==> src/rtl/hiscore_uploader.sv <==
// hiscore_uploader: streams hiscore RAM to HPS on dump upload with CPU pause, dirty tracking and autosave request
module hiscore_uploader #(
  parameter int DUMPWIDTH = 10,
  parameter int DUMPINDEX = 4,
  parameter int PAUSEPAD  = 2,
  parameter int RDLAT     = 1
) (
  input  logic                 clk_sys,
  input  logic                 reset_n,
  input  logic                 ioctl_upload,
  input  logic [7:0]           ioctl_index,
  input  logic [24:0]          ioctl_addr,
  input  logic                 ioctl_rd,
  output logic [7:0]           ioctl_din,
  output logic                 ioctl_wait,
  output logic                 ioctl_upload_req,
  input  logic                 autosave,
  input  logic                 osd_status,
  input  logic                 dirty_set,
  input  logic                 paused,
  output logic                 pause_req,
  output logic [DUMPWIDTH-1:0] ram_addr,
  output logic                 ram_rd,
  input  logic [7:0]           ram_q,
  output logic                 busy
);
  typedef enum logic [2:0] {IDLE, HALT, PAD, READY, FETCH} state_t;
  state_t state_q, state_d;
  logic [3:0] pad_q, pad_d;
  logic [1:0] lat_q, lat_d;
  logic [7:0] din_q, din_d;
  logic [DUMPWIDTH-1:0] addr_q, addr_d;
  logic upload_q, osd_q, dirty_q, dirty_d, wait_q, wait_d, pause_q, pause_d;
  logic req_q, req_d, ram_rd_q, ram_rd_d;
  logic up_rise, up_fall, osd_rise, in_range;
  assign up_rise = ioctl_upload & ~upload_q;
  assign up_fall = ~ioctl_upload & upload_q;
  assign osd_rise = osd_status & ~osd_q;
  assign in_range = ioctl_addr[24:DUMPWIDTH] == '0;
  assign ioctl_din = din_q;
  assign ioctl_wait = wait_q;
  assign ioctl_upload_req = req_q;
  assign pause_req = pause_q;
  assign busy = pause_q;
  assign ram_addr = addr_q;
  assign ram_rd = ram_rd_q;
  always_ff @(posedge clk_sys or negedge reset_n) begin
    if (!reset_n) begin
      state_q  <= IDLE;
      pad_q    <= '0;
      lat_q    <= '0;
      din_q    <= '0;
      addr_q   <= '0;
      upload_q <= 1'b0;
      osd_q    <= 1'b0;
      dirty_q  <= 1'b0;
      wait_q   <= 1'b0;
      pause_q  <= 1'b0;
      req_q    <= 1'b0;
      ram_rd_q <= 1'b0;
    end else begin
      state_q  <= state_d;
      pad_q    <= pad_d;
      lat_q    <= lat_d;
      din_q    <= din_d;
      addr_q   <= addr_d;
      upload_q <= ioctl_upload;
      osd_q    <= osd_status;
      dirty_q  <= dirty_d;
      wait_q   <= wait_d;
      pause_q  <= pause_d;
      req_q    <= req_d;
      ram_rd_q <= ram_rd_d;
    end
  end
  always_comb begin
    state_d  = state_q;
    pad_d    = pad_q;
    lat_d    = lat_q;
    din_d    = din_q;
    addr_d   = addr_q;
    wait_d   = wait_q;
    pause_d  = pause_q;
    dirty_d  = dirty_q;
    req_d    = 1'b0;
    ram_rd_d = 1'b0;
    if (state_q != IDLE && up_fall) begin
      state_d = IDLE;
      pause_d = 1'b0;
      wait_d  = 1'b0;
      dirty_d = (state_q == READY || state_q == FETCH) ? 1'b0 : dirty_q;
    end else begin
      case (state_q)
        IDLE:
          if (up_rise && ioctl_index == 8'(DUMPINDEX)) begin
            state_d = HALT;
            pause_d = 1'b1;
            wait_d  = 1'b1;
          end else req_d = osd_rise & autosave & dirty_q;
        HALT:
          if (paused) begin
            state_d = (PAUSEPAD == 0) ? READY : PAD;
            pad_d   = 4'(PAUSEPAD);
            wait_d  = PAUSEPAD != 0;
          end
        PAD: begin
          pad_d = pad_q - 4'd1;
          if (pad_q <= 4'd1) begin
            state_d = READY;
            wait_d  = 1'b0;
          end
        end
        // wait_q is only high here on the cycle after an out-of-range read
        READY:
          if (wait_q) wait_d = 1'b0;
          else if (ioctl_rd) begin
            wait_d = 1'b1;
            if (in_range) begin
              addr_d   = ioctl_addr[DUMPWIDTH-1:0];
              ram_rd_d = 1'b1;
              lat_d    = '0;
              state_d  = FETCH;
            end else din_d = 8'h00;
          end
        FETCH:
          if (lat_q == 2'(RDLAT)) begin
            din_d   = ram_q;
            wait_d  = 1'b0;
            state_d = READY;
          end else lat_d = lat_q + 2'd1;
        default: state_d = IDLE;
      endcase
    end
    if (dirty_set) dirty_d = 1'b1;
  end
endmodule

==> config.mk <==
export PLATFORM = sky130hd
export DESIGN_NAME = hiscore_uploader
export DESIGN_NICKNAME = d
export VERILOG_FILES = /design/src/rtl/hiscore_uploader.sv
export SDC_FILE = /design/constraint.sdc
export NUM_CORES = 1
export LEC_CHECK = 0
export BUFFER_PORTS_ARGS = -buffer_cell sky130_fd_sc_hd__buf_2
export CAP_MARGIN = 20
export CORE_AREA = 2 2 52 102
export CTS_CLUSTER_SIZE = 24
export DETAILED_ROUTE_END_ITERATION = 12
export DIE_AREA = 0 0 54 104
export HOLD_SLACK_MARGIN = 0.03
export PLACE_DENSITY = 0.73
export SETUP_SLACK_MARGIN = 0.15
export SLEW_MARGIN = 20
export SYNTH_ARGS = -nofsm -noshare
export SYNTH_HDL_FRONTEND = slang
export SYNTH_SLANG_ARGS = --single-unit
==> constraint.sdc <==
create_clock -name clk_sys -period 1.9 [get_ports clk_sys]
set_input_delay 0.285 -clock clk_sys [delete_from_list [all_inputs] [get_ports clk_sys]]
set_output_delay 0.285 -clock clk_sys [all_outputs]
set_load 0.05 [all_outputs]
==> out/qor.yml, run 1 <==
outcome:
  outcome: "finished clean"
timing:
  drv_slew: 0
  period_needed_ns: 1.77
  setup_viol: 0
  fin_tns_setup_ns: 0
  timing.final.crit_share_pct: 93.2
  tightest_slew_ns: 0.758
  fin_worst_skew_ns: 0.00797
  hold_viol_final: 0
  max_slew_margin_pct: 49.5
  rsz0062_at_grt: "yes"
  hold_ws_ns: 0.0696
  fin_ws_ns: 0.130
  max_freq_mhz: 565
global_routing:
  grt_max_degree: 35
  grt_pass1_vias: 1694
  gr-total-overflow: 0
  antenna_found_initial: 0
  grt_pass1_wl_um: 7350
  track_usage_pct: 17.3
logic_synthesis:
  synth_edf_count: 0
  avgSynthCellArea_sq_um: 10.9
  postSynthCellCount: 169
  syn-cell-area_sq_um: 1850
  synth_flop_cell: "dfrtp_1"
  synth_top_area_share_pct: 46.0
  ys_seq_area_share_pct: 46.0
  synthTopCellsByArea: "dfrtp_1 46%, mux2_4 7.3%, mux2i_1 4.3%"
  ys.warnings.count: 0
  synth_largest_area_cell: "dfrtp_1"
  synth_nets: 221
  postSynthRegisterBits: 34
  synthArstFlopShare_pct: 100
  yosysUniqueCellTypes: 49
detailed_routing:
  drtAntennaViolNets: 0
  post-route-drc-count: 0
  wl_per_cell_um: 14.1
  routed_wl_um: 4410
  firstDrtPassIters: 6
  dr.first_iter.drc_count: 35
  via_count: 1633
  viasPerCell: 5.22
power_and_ir_drop:
  power.density_nw_per_um2: 1100
  vdd_drop_max_uv: 686
  leakagePower_nw: 1.25
cells_and_area:
  finalNetCount: 307
  n_antenna_cell: 0
  final_cell_mix: "71 x buf_2, 34 x dfrtp_1, 16 x buf_4"
  layout.core_utilization_pct: 51.6
  fill_cells: 455
  seqCellArea_sq_um: 851
  drive_above_1_share_pct: 46.5
  multi_input_area_sq_um: 950
  area_growth_pct: 35.9
  layout_commonest_cell: "buf_2"
setup_path:
  critPathCaptureType: "register"
  cp_max_fo: 4
  required_ns: 2.08
  arrival_ns: 1.95
  worst-setup-path-type: "register to register"
  critical_path.startpoint_type: "register"
die:
  row_count: 36
  core-area_sq_um: 4860
  die_h_um: 104
  io_pins: 72
  die_x_um: 54
  die_area_sq_um: 5620
  initial_core_util_pct: 38.0
clock_network:
  clockBufferDepth: 2
  clock_latency_ns: 0.28
  cts_buffers: 5
  cts_num_sinks: 34
  h-tree-depth: 2
  path_clk_slew_ns: 0.07
  tritoncts: "built"
  cts-root-buf: "clkbuf_8"
place:
  finalWeightedCongestion: 0.894
  port_buffers: 71
  dp_hpwl_um: 3450
  dp_slack_ns: -0.0363
run:
  cap_violations: 0
min_path:
  hold_class: "input port to async pin"
[logic make-up (layout without fill, tap and decap cells)]
family,after synthesis,in the layout,synth area share [%]
flip-flops,34,34,46.0
AND/OR/NAND/NOR,54,54,18.6
adder cells (fa/ha/maj),3,3,2.03
buffers and inverters,23,110,5.48
multiplexers,18,18,12.3
AO/OA/AOI/OAI,35,35,14.7
XOR/XNOR,2,2,0.948
[synth_stat cells, types with 2 or more instances]
cell type and instances:
a2111oi_2 2, a211o_1 2, a211oi_1 2, a21o_1 2
a21oi_1 5, a31oi_1 2, and4_1 2, buf_2 3
clkbuf_1 4, dfrtp_1 34, ha_1 3, inv_1 14
mux2_4 9, mux2i_1 8, nand2_1 10, nand2b_1 5
nand3b_1 4, nor2_1 12, nor3_1 3, nor4_2 4
o21ai_0 6, o311ai_0 2, o31ai_1 2, or3_1 3
xnor2_1 2
[registers in the layout (all words and copies together) (netlist names)]
name / cells
osd_q: 1
lat_q: 2
ioctl_wait: 1
pad_q: 4
ram_addr: 10
busy: 1
dirty_q: 1
upload_q: 1
ioctl_upload_req: 1
ram_rd: 1
ioctl_din: 8
state_q: 3
[routing by layer]
layer / part of all wire, % / routed length (um) / vias to the layer above / track usage [%]
met2: 57 / 2520 / 50 / 30.5
met4: 3.2 / 141 / 0 / 9.46
met1: 35 / 1560 / 784 / 18.0
met5: 0 / 0 / - / 0
li1: - / - / 786 / -
met3: 4.1 / 183 / 13 / 2.73
[timing repair]
action / CTS / global route
setup buffers: 2 / 0
hold buffers: 0 / 0
resized for setup: 2 / 4
pin swaps: 1 / 2
endpoints found under the setup margin: 3 / 12
[critical path, cell delays in order, from the launching register on]
cell	delay (ns)
dfrtp_1	0.43
ha_4	0.18
or4b_4	0.48
o41a_1	0.14
and4_1	0.21
a211o_1	0.22
[power by group]
part	internal (mW)	switching, mW	leakage (nW)
Combinational	0.442	0.796	0.773
Clock	0.292	0.257	0.0482
Sequential	0.875	0.110	0.433
Total	1.61	1.16	1.25
[final cells by class]
| class | instances | share of cell area [%] |
|---|---|---|
| multi-input cells | 112 | 37.8 |
| clock buffers | 7 | 3.44 |
| well taps | 57 | 2.84 |
| clock inverters | 1 | 0.199 |
| inverters | 14 | 2.09 |
| flip-flops and latches | 34 | 33.9 |
| repair buffers | 88 | 19.7 |
[stage by stage]
| stage | std cells | total power, mW | cell area [sq um] |
|---|---|---|---|
| final | 313 | 2.77 | 2510 |
| after CTS | 313 | 2.79 | 2480 |
| after global placement | 303 | 2.19 | 2360 |
| after global routing | 313 | 2.95 | 2510 |
| after detailed placement | 303 | 2.22 | 2360 |
| after floorplan | 169 | 1.82 | 1850 |
[worst paths after layout]
check	start	end	slack [ns]	depth (start not counted)
worst max-delay path	lat_q[0]	ioctl_wait	0.13	5
worst min-delay path	reset_n	ioctl_din[7]	0.07	1
min in group clk_sys	osd_status	osd_q	0.12	1
worst min register to register	osd_q	ioctl_upload_req	0.48	2
max in group asynchronous	reset_n	ram_addr[5]	1.35	1
worst max register to register	lat_q[0]	ioctl_wait	0.13	5
(Power assumes the default switching activity.)
==> run 2, diff against run 1 <==
--- a/config.mk
+++ b/config.mk
@@ -12,7 +12,7 @@
 export DETAILED_ROUTE_END_ITERATION = 12
 export DIE_AREA = 0 0 54 104
 export HOLD_SLACK_MARGIN = 0.03
-export PLACE_DENSITY = 0.73
+export PLACE_DENSITY = 0.71
 export SETUP_SLACK_MARGIN = 0.15
 export SLEW_MARGIN = 20
 export SYNTH_ARGS = -nofsm -noshare
==> out/qor.yml, run 2 (synthesized netlist as in run 1, its figures left out) <==
clock_network:
  path_clk_slew_ns: 0.07
  tritoncts: "built"
  clock_latency_ns: 0.28
  clockBufferDepth: 2
  cts-root-buf: "clkbuf_8"
  cts_buffers: 5
  cts_num_sinks: 34
  h-tree-depth: 2
power_and_ir_drop:
  leakagePower_nw: 1.25
  power.density_nw_per_um2: 1090
  vdd_drop_max_uv: 897
  finalPower_mw: 2.72
setup_path:
  r2r.worst_path.cells: 5
  critPathCaptureType: "register"
  required_ns: 2.06
  critical_path.startpoint_type: "register"
  regToRegEndpoint: "ioctl_wait"
  cp_max_fo: 4
  worst-setup-path-type: "register to register"
  r2r_slack_ns: 0.12
  arrival_ns: 1.94
  rr_startpoint: "lat_q[0]"
detailed_routing:
  routed_wl_um: 4440
  viasPerCell: 5.32
  firstDrtPassIters: 4
  drtAntennaViolNets: 0
  met1_length_um: 1530
  route.met2.wl_um: 2560
  wl_per_cell_um: 14.3
  via_count: 1656
  met3_length_um: 246
  post-route-drc-count: 0
  maxUsedRoutingLayer: "met4"
  dr.first_iter.drc_count: 39
cells_and_area:
  final_cells: 311
  n_antenna_cell: 0
  final_cell_mix: "71 x buf_2, 34 x dfrtp_1, 14 x inv_1, 14 x buf_4, 12 x nor2_1"
  area_growth_pct: 34.6
  finalNetCount: 306
  layout_commonest_cell: "buf_2"
  drive_above_1_share_pct: 45.7
  largest_reg_flops: 10
timing:
  timing.final.crit_share_pct: 93.7
  max_slew_margin_pct: 47.8
  fin_worst_skew_ns: 0.00563
  period_needed_ns: 1.78
  drv_slew: 0
  setup_viol: 0
  max_freq_mhz: 562
  rsz0062_at_grt: "yes"
  hold_viol_final: 0
  tightest_slew_ns: 0.784
die:
  die_area_sq_um: 5620
  initial_core_util_pct: 38.0
  row_count: 36
  core-area_sq_um: 4860
  io_pins: 72
  die_x_um: 54
  die_h_um: 104
global_routing:
  grt_pass1_vias: 1720
  gr-total-overflow: 0
  grt_max_degree: 35
  track_usage_pct: 17.2
  grt_pass1_wl_um: 7290
  antenna_found_initial: 0
outcome:
  outcome: "finished clean"
min_path:
  hold_class: "input port to async pin"
place:
  dp_cells: 302
  port_buffers: 71
  finalWeightedCongestion: 0.920
  dp_hpwl_um: 3350
run:
  cap_violations: 0
run 2: through the flow:
stage	hold slack, ns	area, sq um	utilization, %	worst slack [ns]	setup TNS (ns)
after floorplan	-0.0106	1850	-	0.179	0
after global placement	0.397	2370	48.7	0.0444	0
after detailed placement	0.405	2370	48.7	-0.0297	-0.119
after CTS	0.0948	2480	51.0	0.124	0
after global routing	0.110	2490	51.1	0.0777	0
final	0.0770	2490	51.1	0.120	0
run 2: worst max path at each step:
stage | startpoint | endpoint | slack (ns) | depth (start not counted)
detailed placement | ioctl_addr[12] | ioctl_din[5] | -0.03 | 6
CTS | lat_q[0] | ioctl_wait | 0.12 | 5
floorplan | lat_q[0] | ioctl_wait | 0.18 | 5
global route | lat_q[0] | ioctl_wait | 0.08 | 5
global placement | ioctl_addr[12] | lat_q[1] | 0.04 | 6
finish | lat_q[0] | ioctl_wait | 0.12 | 5
run 2: layout make-up:
class / count / area, sq um
Multi-Input combinational cell: 112 / 933
Tap cell: 57 / 71.3
Inverter: 14 / 52.6
Clock buffer: 5 / 68.8
Timing Repair Buffer: 87 / 500
Fill cell: 464 / 2380
Sequential cell: 34 / 851
Clock inverter: 2 / 10.0
run 2: critical path, cell delays in order, from the launching register on:
cell and delay, ns:
dfrtp_1 0.43, ha_4 0.18, or4b_4 0.48, o41a_1 0.14
and4_1 0.21, a211o_1 0.23
run 2: metal layers:
layer  vias up  track usage [%]
li1        779                -
met1       796             16.5
met2        69             32.1
met3        12             3.59
met4         0             7.50
met5         -                0
run 2: report_power, final:
group | switching, mW | leakage, nW | internal (mW)
clock | 0.247 | 0.0438 | 0.246
sequential | 0.114 | 0.433 | 0.875
combinational | 0.799 | 0.772 | 0.441
run 2: what timing repair did:
action                                  4_1_cts  5_1_grt
hold buffers                                  0        0
cloned                                        0        0
buffers inserted                              2        0
endpoints found under the setup margin        6        5
resized for setup                             2        3
pin swaps                                     1        2
==> run 3, diff against run 2 <==
--- a/config.mk
+++ b/config.mk
@@ -12,7 +12,7 @@
 export DETAILED_ROUTE_END_ITERATION = 12
 export DIE_AREA = 0 0 54 104
 export HOLD_SLACK_MARGIN = 0.03
-export PLACE_DENSITY = 0.71
+export PLACE_DENSITY_LB_ADDON = 0.12
 export SETUP_SLACK_MARGIN = 0.15
 export SLEW_MARGIN = 20
 export SYNTH_ARGS = -nofsm -noshare
==> out/qor.yml, run 3 (synthesized netlist as in run 1, its figures left out) <==
global_routing:
  antenna_found_initial: 0
  track_usage_pct: 17.1
  grt_pass1_vias: 1698
  grtUsageMet2_pct: 31.1
  busiest_layer: "met2"
  grt_pass1_wl_um: 7380
  grt_max_degree: 35
  grtUsageMet1_pct: 17.8
  gr-total-overflow: 0
  use_met3_pct: 3.30
detailed_routing:
  drtAntennaViolNets: 0
  via_count: 1653
  dr.first_iter.drc_count: 57
  wl_per_cell_um: 14.1
  post-route-drc-count: 0
  firstDrtPassIters: 4
  viasPerCell: 5.32
  routed_wl_um: 4390
die:
  core-area_sq_um: 4860
  io_pins: 72
  row_count: 36
  die_area_sq_um: 5620
  die_h_um: 104
  die_x_um: 54
  initial_core_util_pct: 38.0
setup_path:
  rr_startpoint: "lat_q[0]"
  r2r.worst_path.cells: 5
  critical_path.startpoint_type: "register"
  worst-setup-path-type: "register to register"
  required_ns: 2.07
  critPathCaptureType: "register"
  arrival_ns: 1.94
  r2r_slack_ns: 0.12
  cp-startpoint: "lat_q[0]"
  regToRegEndpoint: "ioctl_wait"
  cp_max_fo: 2
timing:
  tightest_slew_ns: 0.759
  fin_worst_skew_ns: 0.00505
  hold_ws_ns: 0.0705
  drv_slew: 0
  max_slew_margin_pct: 49.4
  max_freq_mhz: 563
  setup_viol: 0
  hold_viol_final: 0
  rsz0062_at_grt: "yes"
  timing.final.crit_share_pct: 93.4
  fin_tns_setup_ns: 0
  period_needed_ns: 1.78
  fin_ws_ns: 0.125
clock_network:
  clockBufferDepth: 2
  cts_num_sinks: 34
  cts_buffers: 5
  h-tree-depth: 2
  path_clk_slew_ns: 0.07
  hold_buffers: 0
  clock_latency_ns: 0.28
  cts-root-buf: "clkbuf_8"
  tritoncts: "built"
outcome:
  outcome: "finished clean"
cells_and_area:
  final_cell_mix: "71 x buf_2, 34 x dfrtp_1, 14 x inv_1"
  fill_cells: 467
  area_growth_pct: 34.7
  largest_reg_flops: 10
  finalNetCount: 306
  n_antenna_cell: 0
  drive_above_1_share_pct: 45.7
  layout_commonest_cell: "buf_2"
power_and_ir_drop:
  finalPower_mw: 2.68
  power.density_nw_per_um2: 1080
  leakagePower_nw: 1.25
  vdd_drop_max_uv: 716
place:
  finalWeightedCongestion: 0.799
  dp_hpwl_um: 3350
  port_buffers: 71
  dp_slack_ns: 0.0251
run:
  cap_violations: 0
min_path:
  hold_class: "input port to async pin"
-- run 3: cell types whose count changed in the layout (fill, tap and decap cells not counted) --
cell,previous run,this run
buf_12,2,3
buf_4,14,13
nor4_1,1,0
nor4_2,3,4
o211ai_2,0,1
o211ai_4,1,0
o311ai_0,0,1
o311ai_2,1,0
-- run 3: worst max path at each step --
stage                       end  slack [ns]  cells after the start
finish               ioctl_wait        0.12                      5
global route         ioctl_wait        0.09                      5
CTS                  ioctl_wait        0.10                      5
detailed placement  ram_addr[0]        0.03                      6
global placement    ram_addr[0]        0.08                      6
floorplan            ioctl_wait        0.18                      5
-- run 3: per-layer routing --
metal	part of all wire, %	up-vias	routed length [um]
met5	0	-	0
met4	2.1	0	93
met3	5.6	9	244
met2	55	60	2420
met1	37	804	1630
li1	-	780	-
-- run 3: what timing repair did --
action / CTS / global route
endpoints found under the setup margin: 2 / 14
pin swaps: 1 / 3
resized for setup: 2 / 1
buffers inserted: 2 / 3
hold endpoints to repair: 0 / 0
-- run 3: area by class of cell --
type | instances | area, sq um | share of cell area (%)
clock inverter | 2 | 10.0 | 0.402
clock buffer | 5 | 68.8 | 2.76
timing repair buffer | 87 | 513 | 20.6
sequential | 34 | 851 | 34.2
multi-input combinational | 112 | 923 | 37.1
tap | 57 | 71.3 | 2.86
inverter | 14 | 52.6 | 2.11
-- run 3: metrics by stage --
stage | utilization [%] | area [sq um] | instances
after floorplan | - | 1850 | 169
after global placement | 48.5 | 2360 | 299
after detailed placement | 48.5 | 2360 | 299
after CTS | 50.7 | 2470 | 308
after global routing | 51.2 | 2490 | 311
final | 51.2 | 2490 | 311
-- run 3: worst max-delay path, stage by stage (launching register included) --
cell     delay [ns]
dfrtp_1        0.41
ha_4           0.18
or4b_4         0.49
o41a_1         0.15
and4_1         0.21
a211o_1        0.23
-- run 3: power breakdown --
| group | switching (mW) | internal (mW) | total [mW] |
|---|---|---|---|
| Combinational | 0.774 | 0.421 | 1.19 |
| Clock | 0.249 | 0.246 | 0.495 |
| Sequential | 0.119 | 0.875 | 0.994 |
